[src/rtl/ram_arbiter.sv]
// Two-port arbiter for the single-port data RAM: fetch and load/store share one
// RAM strobe per cycle. Read data is routed back to whichever port issued the read.
module ram_arbiter #(
    parameter int ADDR_W     = 16,
    parameter int MEM_W      = 16,
    parameter int STARVE_MAX = 3
) (
    input  logic              clk,
    input  logic              rst,
    input  logic              if_req,
    input  logic [ADDR_W-1:0] if_addr,
    output logic              if_gnt,
    output logic              if_rvalid,
    output logic [MEM_W-1:0]  if_rdata,
    input  logic              mem_req,
    input  logic              mem_we,
    input  logic [ADDR_W-1:0] mem_addr,
    input  logic [MEM_W-1:0]  mem_wdata,
    output logic              mem_gnt,
    output logic              mem_rvalid,
    output logic [MEM_W-1:0]  mem_rdata,
    output logic [ADDR_W-1:0] ram_addr,
    output logic              ram_read,
    output logic              ram_write,
    output logic [MEM_W-1:0]  ram_wdata,
    output logic              ram_wdata_oe,
    input  logic [MEM_W-1:0]  ram_rdata
);

    typedef enum logic [1:0] {S_IDLE, S_RD, S_WR} state_t;

    localparam logic [2:0] STARVE_LIM = STARVE_MAX[2:0];

    state_t            r_state;
    state_t            w_next;
    logic [2:0]        r_starve_cnt;
    logic              r_owner;
    logic              w_bubble;
    logic              w_mem_elig;
    logic              w_fetch_pri;
    logic              w_if_gnt;
    logic              w_mem_gnt;
    logic [ADDR_W-1:0] r_ram_addr;
    logic              r_ram_read;
    logic              r_ram_write;
    logic [MEM_W-1:0]  r_ram_wdata;
    logic              r_if_rvalid;
    logic              r_mem_rvalid;
    logic [MEM_W-1:0]  r_if_rdata;
    logic [MEM_W-1:0]  r_mem_rdata;

    always_ff @(posedge clk or posedge rst) begin
        if (rst) r_state <= S_IDLE;
        else     r_state <= w_next;
    end

    always_comb begin
        w_next = S_IDLE;
        if (w_mem_gnt)     w_next = mem_we ? S_WR : S_RD;
        else if (w_if_gnt) w_next = S_RD;
    end

    // A write arriving while a read is on the bus stalls everyone for one cycle
    // so ram_rdata and ram_wdata never share the bus.
    always_comb begin
        w_bubble    = (r_state == S_RD) && mem_req && mem_we;
        w_mem_elig  = mem_req && !w_bubble;
        w_fetch_pri = (r_starve_cnt == STARVE_LIM);
        w_if_gnt    = !rst && if_req && !w_bubble && (!w_mem_elig || w_fetch_pri);
        w_mem_gnt   = !rst && w_mem_elig && !(if_req && w_fetch_pri);
    end

    always_ff @(posedge clk or posedge rst) begin
        if (rst) begin
            r_starve_cnt <= 3'd0;
        end else if (w_if_gnt) begin
            r_starve_cnt <= 3'd0;
        end else if (if_req && (r_starve_cnt != STARVE_LIM)) begin
            r_starve_cnt <= r_starve_cnt + 3'd1;
        end
    end

    always_ff @(posedge clk or posedge rst) begin
        if (rst) begin
            r_ram_addr  <= '0;
            r_ram_read  <= 1'b0;
            r_ram_write <= 1'b0;
            r_ram_wdata <= '0;
            r_owner     <= 1'b0;
        end else begin
            r_ram_read  <= (w_next == S_RD);
            r_ram_write <= (w_next == S_WR);
            if (w_mem_gnt) begin
                r_ram_addr <= mem_addr;
                if (mem_we) r_ram_wdata <= mem_wdata;
                else        r_owner     <= 1'b1;
            end else if (w_if_gnt) begin
                r_ram_addr <= if_addr;
                r_owner    <= 1'b0;
            end
        end
    end

    // r_owner may be overwritten on the same edge by a pipelined read, so the
    // return is steered by the value it held during the RD cycle.
    always_ff @(posedge clk or posedge rst) begin
        if (rst) begin
            r_if_rvalid  <= 1'b0;
            r_mem_rvalid <= 1'b0;
            r_if_rdata   <= '0;
            r_mem_rdata  <= '0;
        end else begin
            r_if_rvalid  <= r_ram_read && !r_owner;
            r_mem_rvalid <= r_ram_read && r_owner;
            if (r_if_rvalid)  r_if_rdata  <= ram_rdata;
            if (r_mem_rvalid) r_mem_rdata <= ram_rdata;
        end
    end

    assign if_gnt       = w_if_gnt;
    assign mem_gnt      = w_mem_gnt;
    assign ram_addr     = r_ram_addr;
    assign ram_read     = r_ram_read;
    assign ram_write    = r_ram_write;
    assign ram_wdata    = r_ram_wdata;
    assign ram_wdata_oe = r_ram_write;
    assign if_rvalid    = r_if_rvalid;
    assign mem_rvalid   = r_mem_rvalid;
    assign if_rdata     = r_if_rvalid  ? ram_rdata : r_if_rdata;
    assign mem_rdata    = r_mem_rvalid ? ram_rdata : r_mem_rdata;

endmodule

[config.mk]
export PLATFORM = sky130hd
export DESIGN_NAME = ram_arbiter
export DESIGN_NICKNAME = d
export VERILOG_FILES = /design/src/rtl/ram_arbiter.sv
export SDC_FILE = /design/constraint.sdc
export NUM_CORES = 1
export LEC_CHECK = 0
export ABC_AREA = 1
export CAP_MARGIN = 5
export CORE_UTILIZATION = 39
export DETAILED_ROUTE_END_ITERATION = 12
export DONT_BUFFER_PORTS = 1
export GPL_ROUTABILITY_DRIVEN = 0
export GPL_TIMING_DRIVEN = 0
export HOLD_SLACK_MARGIN = 0.05
export PLACE_DENSITY = 0.5
export SYNTH_ARGS = -nofsm -noshare
export SYNTH_HDL_FRONTEND = slang
export SYNTH_SLANG_ARGS = --single-unit
[constraint.sdc]
create_clock -name clk -period 6.71 [get_ports clk]
set_input_delay 1.342 -clock clk [delete_from_list [all_inputs] [get_ports clk]]
set_output_delay 1.342 -clock clk [all_outputs]
set_load 0.02 [all_outputs]
==> results by group, run 1 <==
Worst setup path
  • Kind of cell adding the most delay to the critical path: buffers and inverters
  • CP max FO: 10
  • CP Data Required Time: 5.37 ns
  • WP data arrival: 2.25 ns
  • Worst Path Buf+Inv: 3
  • Critical path launch point type: primary input
  • CP max stage delay: 0.30 ns
  • CP Class: primary input to primary output
  • Crit-path cells: inv_2 > a21oi_4 > nand3_4 > buf_2 > inv_1
  • Critical path endpoint category: primary output
  • Crit path max-delay cell type: a21oi_4

Clock tree
  • CTS Sinks: 73
  • CTS-repair resized insts: 0
  • CTS Buf Count: 9
  • Skew-Pair Late Insertion Delay: 0.34 ns
  • CTS root buf: clkbuf_8
  • H-tree Lvls: 3
  • Clk buf depth: 2
  • Reg clk slew, reported paths: 0.07 ns
  • Post-CTS Setup Bufs: 0
  • Post-CTS Hold Fix Bufs: 0
  • CTS tree: yes

Route
  • Via count: 2190
  • Detailed Route Iter0 Violations: 102
  • Drt total wl: 6832 um
  • Vias per cell: 4.966
  • DRT Pass-1 Iters: 5
  • Drt wl/cell: 15.49 um
  • ANT nets after route: 0
  • DRC viols: 0

Place
  • IO Port Bufs: 0
  • Post-placement worst setup slack: 3.110 ns
  • Detailed placement HPWL: 4895 um

STA
  • RSZ-0062 raised after global routing: false
  • Tmin final: 3.588 ns
  • Worst-Margin Slew: 0.4399 ns
  • Setup TNS: 0 ns
  • Fmax: 278.7 MHz
  • Setup ws final: 3.122 ns
  • Final-report setup violation count: 0
  • WHS: 0.4495 ns
  • Final period util: 53.47%
  • Slew Limit Headroom: 70.67%
  • Final Hold Fails: 0
  • Count of pins over their slew limit: 0
  • Worst Skew: 0.01131 ns

Final layout
  • Antenna cells: 0
  • Commonest non-fill, non-tap cell in the layout: nand2_1
  • Filler cell count in the final layout: 798
  • Most frequent cells in the layout: 87 x nand2_1, 73 x dfrtp_1, 42 x inv_1
  • Area grow syn2layout: 10.23%
  • Fin nets: 405
  • Share of layout cells above drive strength 1: 21.24%

Die
  • Row cnt: 32
  • CORE AREA: 7848 um2
  • Die H: 92.66 um
  • Die width: 92.66 um
  • Initial Utilization: 40.85%
  • Die area: 8586 um2
  • # IOs: 140

Pwr
  • Pint: 0.0008755 W
  • Psw: 0.0005927 W
  • Leakage power: 1.834 nW
  • Clock Power Share: 20.4%
  • Power Density: 415.5 nW/um2
  • Combinational Power Share: 29.6%
  • Maximum vdd drop: 0.1688 mV
  • Seq pwr share: 50.0%
  • Sw frac: 40.37%
  • Pwr Total: 0.001468 W

Synthesis
  • Sequential share of the synthesized area: 56.99%
  • Post-Synthesis Cell Area: 3206 um2
  • Warnings, synthesis: 0
  • Synth Net Count: 393
  • Top cell type's share of synthesized area: 56.99%
  • Yosys reg bits: 73
  • Leading area contributor after synthesis: dfrtp_1
  • Synth Instances: 322
  • Top cells by area, synth: dfrtp_1 57%, mux2_2 11%, nand2_1 10%
  • Syn_area_per_cell: 9.955 um2
  • Yosys cell types: 23

Global routing
  • Largest net degree at the start of global routing: 52
  • Vias in the first global route: 2139
  • Initial antenna violation count: 0
  • Gr usage total: 16.18%
  • First-pass GRT wire length: 10790 um
  • Total grt overflow: 0

Flow run
  • Max-cap check violation count: 0

Hold path
  • Worst hold path type: flop to flop

Run status
  • Status: finished clean
## synthesized netlist by cell type, drive strengths merged
master	n
nand2	89
dfrtp	73
inv	44
nand3	37
mux2	32
nand4	20
buf	13
clkbuf	4
clkinv	2
ha	2
nor2	2
a21boi	1
a21oi	1
o21ai	1
or2	1
## power by group through the flow
stage	logic, W	registers, W	clock network, W
finish	0.000434	0.000734	0.000300
CTS	0.000443	0.000737	0.000314
detailed placement	0.000444	0.000744	0
global route	0.000476	0.000752	0.000333
floorplan	0.000385	0.000723	0
global placement	0.000434	0.000743	0
## worst register-to-register path, cell delays in order, from the launching register on
cell     delay (ns)
dfrtp_1        0.40
ha_1           0.20
ha_1           0.22
a21oi_4        0.33
nand4_4        0.25
buf_2          0.26
nand2_1        0.09
nand2_1        0.05
## metrics by stage
stage,cells,cell area [um2],utilization (%)
2_1_floorplan,322,3206,-
3_3_place_gp,424,3333,42.47
3_5_place_dp,425,3364,42.87
4_1_cts,441,3533,45.03
5_1_grt,441,3533,45.03
6_report,441,3533,45.03
## path summary, 6_finish.rpt
path                                      start            end  slack [ns]  cells after the start
worst max register to register  r_starve_cnt[0]  ram_wdata[10]        4.80                      7
min in group asynchronous                   rst  ram_wdata[13]        1.39                      3
worst min-delay path                    r_owner      if_rvalid        0.45                      1
max in group asynchronous                   rst     r_state[1]        4.72                      4
worst max-delay path                    mem_req        mem_gnt        3.12                      5
worst min register to register          r_owner      if_rvalid        0.45                      1
## metal layers
layer  vias up  track usage [%]  share of wire, %
li1       1056                -                 -
met3         8            6.979               9.9
met5         -                0                 0
met2        99            24.57                46
met1      1027            20.22                43
met4         0            6.538               1.4
## area by class of cell
type                       instances  area, um2  share of cell area [%]
buffer                            17      98.84                   2.797
clock buffer                       9      123.9                   3.506
clock inverter                     7      45.04                   1.275
inverter                          46      173.9                   4.922
multi-input combinational        186       1110                   31.41
sequential                        73       1827                   51.70
tap                              102      127.6                   3.612
timing repair buffer               1      27.53                  0.7790
## registers in the layout, indices dropped and copies added, names as in the netlist
register and flops:
ram_wdata 16, r_state 2, r_if_rdata 16, mem_rvalid 1, if_rvalid 1, ram_wdata_oe 1
r_mem_rdata 16, ram_addr 16, r_owner 1, r_starve_cnt 3
## cell families after synthesis
logic type      share of synthesized area (%)
compound gates                         0.8978
simple gates                            21.70
mux                                     11.24
fa+ha+maj                              0.7805
buf+inv                                 8.392
flops                                   56.99
Power figures use the tool's default switching activity.
==> run 2: changes to the inputs <==
==> constraint.sdc (replaced) <==
create_clock -name clk -period 3.8 [get_ports clk]
set_input_delay 0.76 -clock clk [delete_from_list [all_inputs] [get_ports clk]]
set_output_delay 0.76 -clock clk [all_outputs]
set_load 0.02 [all_outputs]
==> results by group, run 2 (synthesis gave the netlist of run 1 again) <==
Worst setup path
  • Worst Path Buf+Inv: 2 (-1)
  • CP max stage delay: 0.40 ns (+0.10 ns)
  • Crit path max-delay cell type: dfrtp_1
  • WP data arrival: 2.08 ns (-0.17 ns)
  • CP Data Required Time: 3.04 ns (-2.33 ns)
  • CP max FO: 10 (unchanged)
  • CP Class: flop to primary output
  • Critical path endpoint category: primary output
  • Crit-path cells: ha_1 > ha_1 > a21oi_4 > nand3_4 > buf_2 > inv_1
  • Kind of cell adding the most delay to the critical path: adder cells
  • Critical path launch point type: flop
  • Top cell by count, worst path: ha_1

Pwr
  • Power Density: 780.4 nW/um2 (+88%)
  • Maximum vdd drop: 0.2588 mV (+53%)
  • Leakage power: 1.870 nW (+2.0%)

Die
  • Row cnt: 32 (unchanged)
  • CORE AREA: 7848 um2 (unchanged)
  • # IOs: 140 (unchanged)
  • Die area: 8586 um2 (unchanged)
  • Die H: 92.66 um (unchanged)
  • Die width: 92.66 um (unchanged)
  • Initial Utilization: 40.85% (unchanged)

Final layout
  • Share of layout cells above drive strength 1: 21.01% (-0.23 points)
  • Antenna cells: 0 (unchanged)
  • Commonest non-fill, non-tap cell in the layout: nand2_1
  • Filler cell count in the final layout: 815 (+2.1%)
  • Post-route cell area: 3615 um2 (+2.3%)
  • Most frequent cells in the layout: 87 x nand2_1, 73 x dfrtp_1, 42 x inv_1
  • Fin nets: 405 (unchanged)
  • Area grow syn2layout: 12.76%

Clock tree
  • Clk buf depth: 2 (unchanged)
  • Reg clk slew, reported paths: 0.07 ns (about the same)
  • CTS root buf: clkbuf_8
  • Skew-Pair Late Insertion Delay: 0.34 ns (about the same)
  • CTS tree: yes
  • CTS Buf Count: 9 (unchanged)
  • CTS Sinks: 73 (unchanged)
  • H-tree Lvls: 3 (unchanged)
  • Post-CTS Hold Fix Bufs: 0 (unchanged)
  • CTS-repair resized insts: 0 (unchanged)
  • Post-CTS Setup Bufs: 0 (unchanged)

Hold path
  • Worst hold path type: flop to flop

Global routing
  • Gr usage total: 17.21% (+1.0 points)
  • Vias in the first global route: 2265 (+5.9%)
  • Total grt overflow: 0 (unchanged)
  • First-pass GRT wire length: 11350 um (+5.2%)
  • Largest net degree at the start of global routing: 58 (+12%)
  • Initial antenna violation count: 0 (unchanged)

STA
  • Final Hold Fails: 0 (unchanged)
  • Worst-Margin Slew: 0.3867 ns (-0.05324 ns)
  • Final-report setup violation count: 0 (unchanged)
  • Tmin final: 2.845 ns
  • Slew Limit Headroom: 74.22% (+3.5 points)
  • RSZ-0062 raised after global routing: false
  • Final period util: 74.86%
  • Fmax: 351.5 MHz
  • Setup TNS: 0 ns (unchanged)
  • Count of pins over their slew limit: 0 (unchanged)
  • Worst Skew: 0.01013 ns (-0.001175 ns)

Place
  • IO Port Bufs: 0 (unchanged)
  • Placed inst area: 3364 um2 (unchanged)
  • Detailed placement HPWL: 4948 um (+1.1%)

Route
  • Detailed Route Iter0 Violations: 73 (-28%)
  • Drt wl/cell: 15.64 um (+0.93%)
  • DRC viols: 0 (unchanged)
  • Drt total wl: 6880 um (+0.70%)
  • ANT nets after route: 0 (unchanged)
  • DRT Pass-1 Iters: 4 (-1)
  • Vias per cell: 4.936 (-0.60%)
  • Via count: 2172 (-0.82%)

Run status
  • Status: finished clean

Flow run
  • Max-cap check violation count: 0 (unchanged)
[run 2: cell types whose count changed in the layout (fill, tap and decap cells not counted), sizes merged]
cell,delta
clkinv,-5
bufinv,+3
clkbuf,+2
clkinvlp,-1
[run 2: metal layers]
| layer | wire [um] | track usage, % | share of wire (%) | vias up |
|---|---|---|---|---|
| met1 | 2924 | 20.90 | 43 | 1014 |
| met2 | 3205 | 26.36 | 47 | 96 |
| met5 | 0 | 0 | 0 | - |
| met4 | 65 | 6.154 | 0.94 | 0 |
| li1 | - | - | - | 1055 |
| met3 | 685 | 8.621 | 10 | 7 |
[run 2: final timing paths]
| check | start | endpoint | slack [ns] | cells past startpoint |
|---|---|---|---|---|
| worst max register to register | r_starve_cnt[0] | ram_wdata[9] | 1.88 | 8 |
| worst min register to register | r_owner | if_rvalid | 0.45 | 1 |
| worst min-delay path | r_owner | if_rvalid | 0.45 | 1 |
| worst max-delay path | r_starve_cnt[0] | mem_gnt | 0.96 | 6 |
| min in group asynchronous | rst | ram_addr[6] | 0.77 | 3 |
| max in group asynchronous | rst | r_mem_rdata[15] | 2.42 | 4 |
[run 2: worst reg2reg max path: stages, from the launching register on]
cell,delay (ns)
dfrtp_1,0.40
ha_1,0.21
ha_1,0.22
a21oi_4,0.35
nand4_4,0.25
clkinv_2,0.18
buf_6,0.16
nand2_1,0.06
nand2_1,0.05
[run 2: stage by stage]
stage / util, % / std cells / power [W] / hold slack (ns) / setup WS [ns]
finish: 46.06 / 440 / 0.002821 / 0.4543 / 0.9552
global route: 46.06 / 440 / 0.002998 / 0.4736 / 0.8432
global placement: 42.49 / 424 / 0.002077 / 0.4407 / 0.5726
CTS: 46.06 / 440 / 0.002866 / 0.4586 / 0.9410
detailed placement: 42.87 / 425 / 0.002104 / 0.4495 / 1.329
floorplan: - / 322 / 0.001956 / 0.4224 / 1.140
[run 2: area by class of cell]
| cell class | count | area [um2] | area share, % |
|---|---|---|---|
| Tap cell | 102 | 127.6 | 3.531 |
| Inverter | 46 | 173.9 | 4.811 |
| Multi-Input combinational cell | 186 | 1110 | 30.70 |
| Buffer | 17 | 98.84 | 2.735 |
| Clock buffer | 11 | 151.4 | 4.188 |
| Sequential cell | 73 | 1827 | 50.54 |
| Timing Repair Buffer | 1 | 27.53 | 0.7615 |
| Clock inverter | 4 | 98.84 | 2.735 |
[run 2: power breakdown]
part | total (W) | switching (W) | internal (W)
Clock | 0.000752 | 0.000281 | 0.000471
Combinational | 0.000769 | 0.000516 | 0.000253
Sequential | 0.00130 | 0.000241 | 0.00106
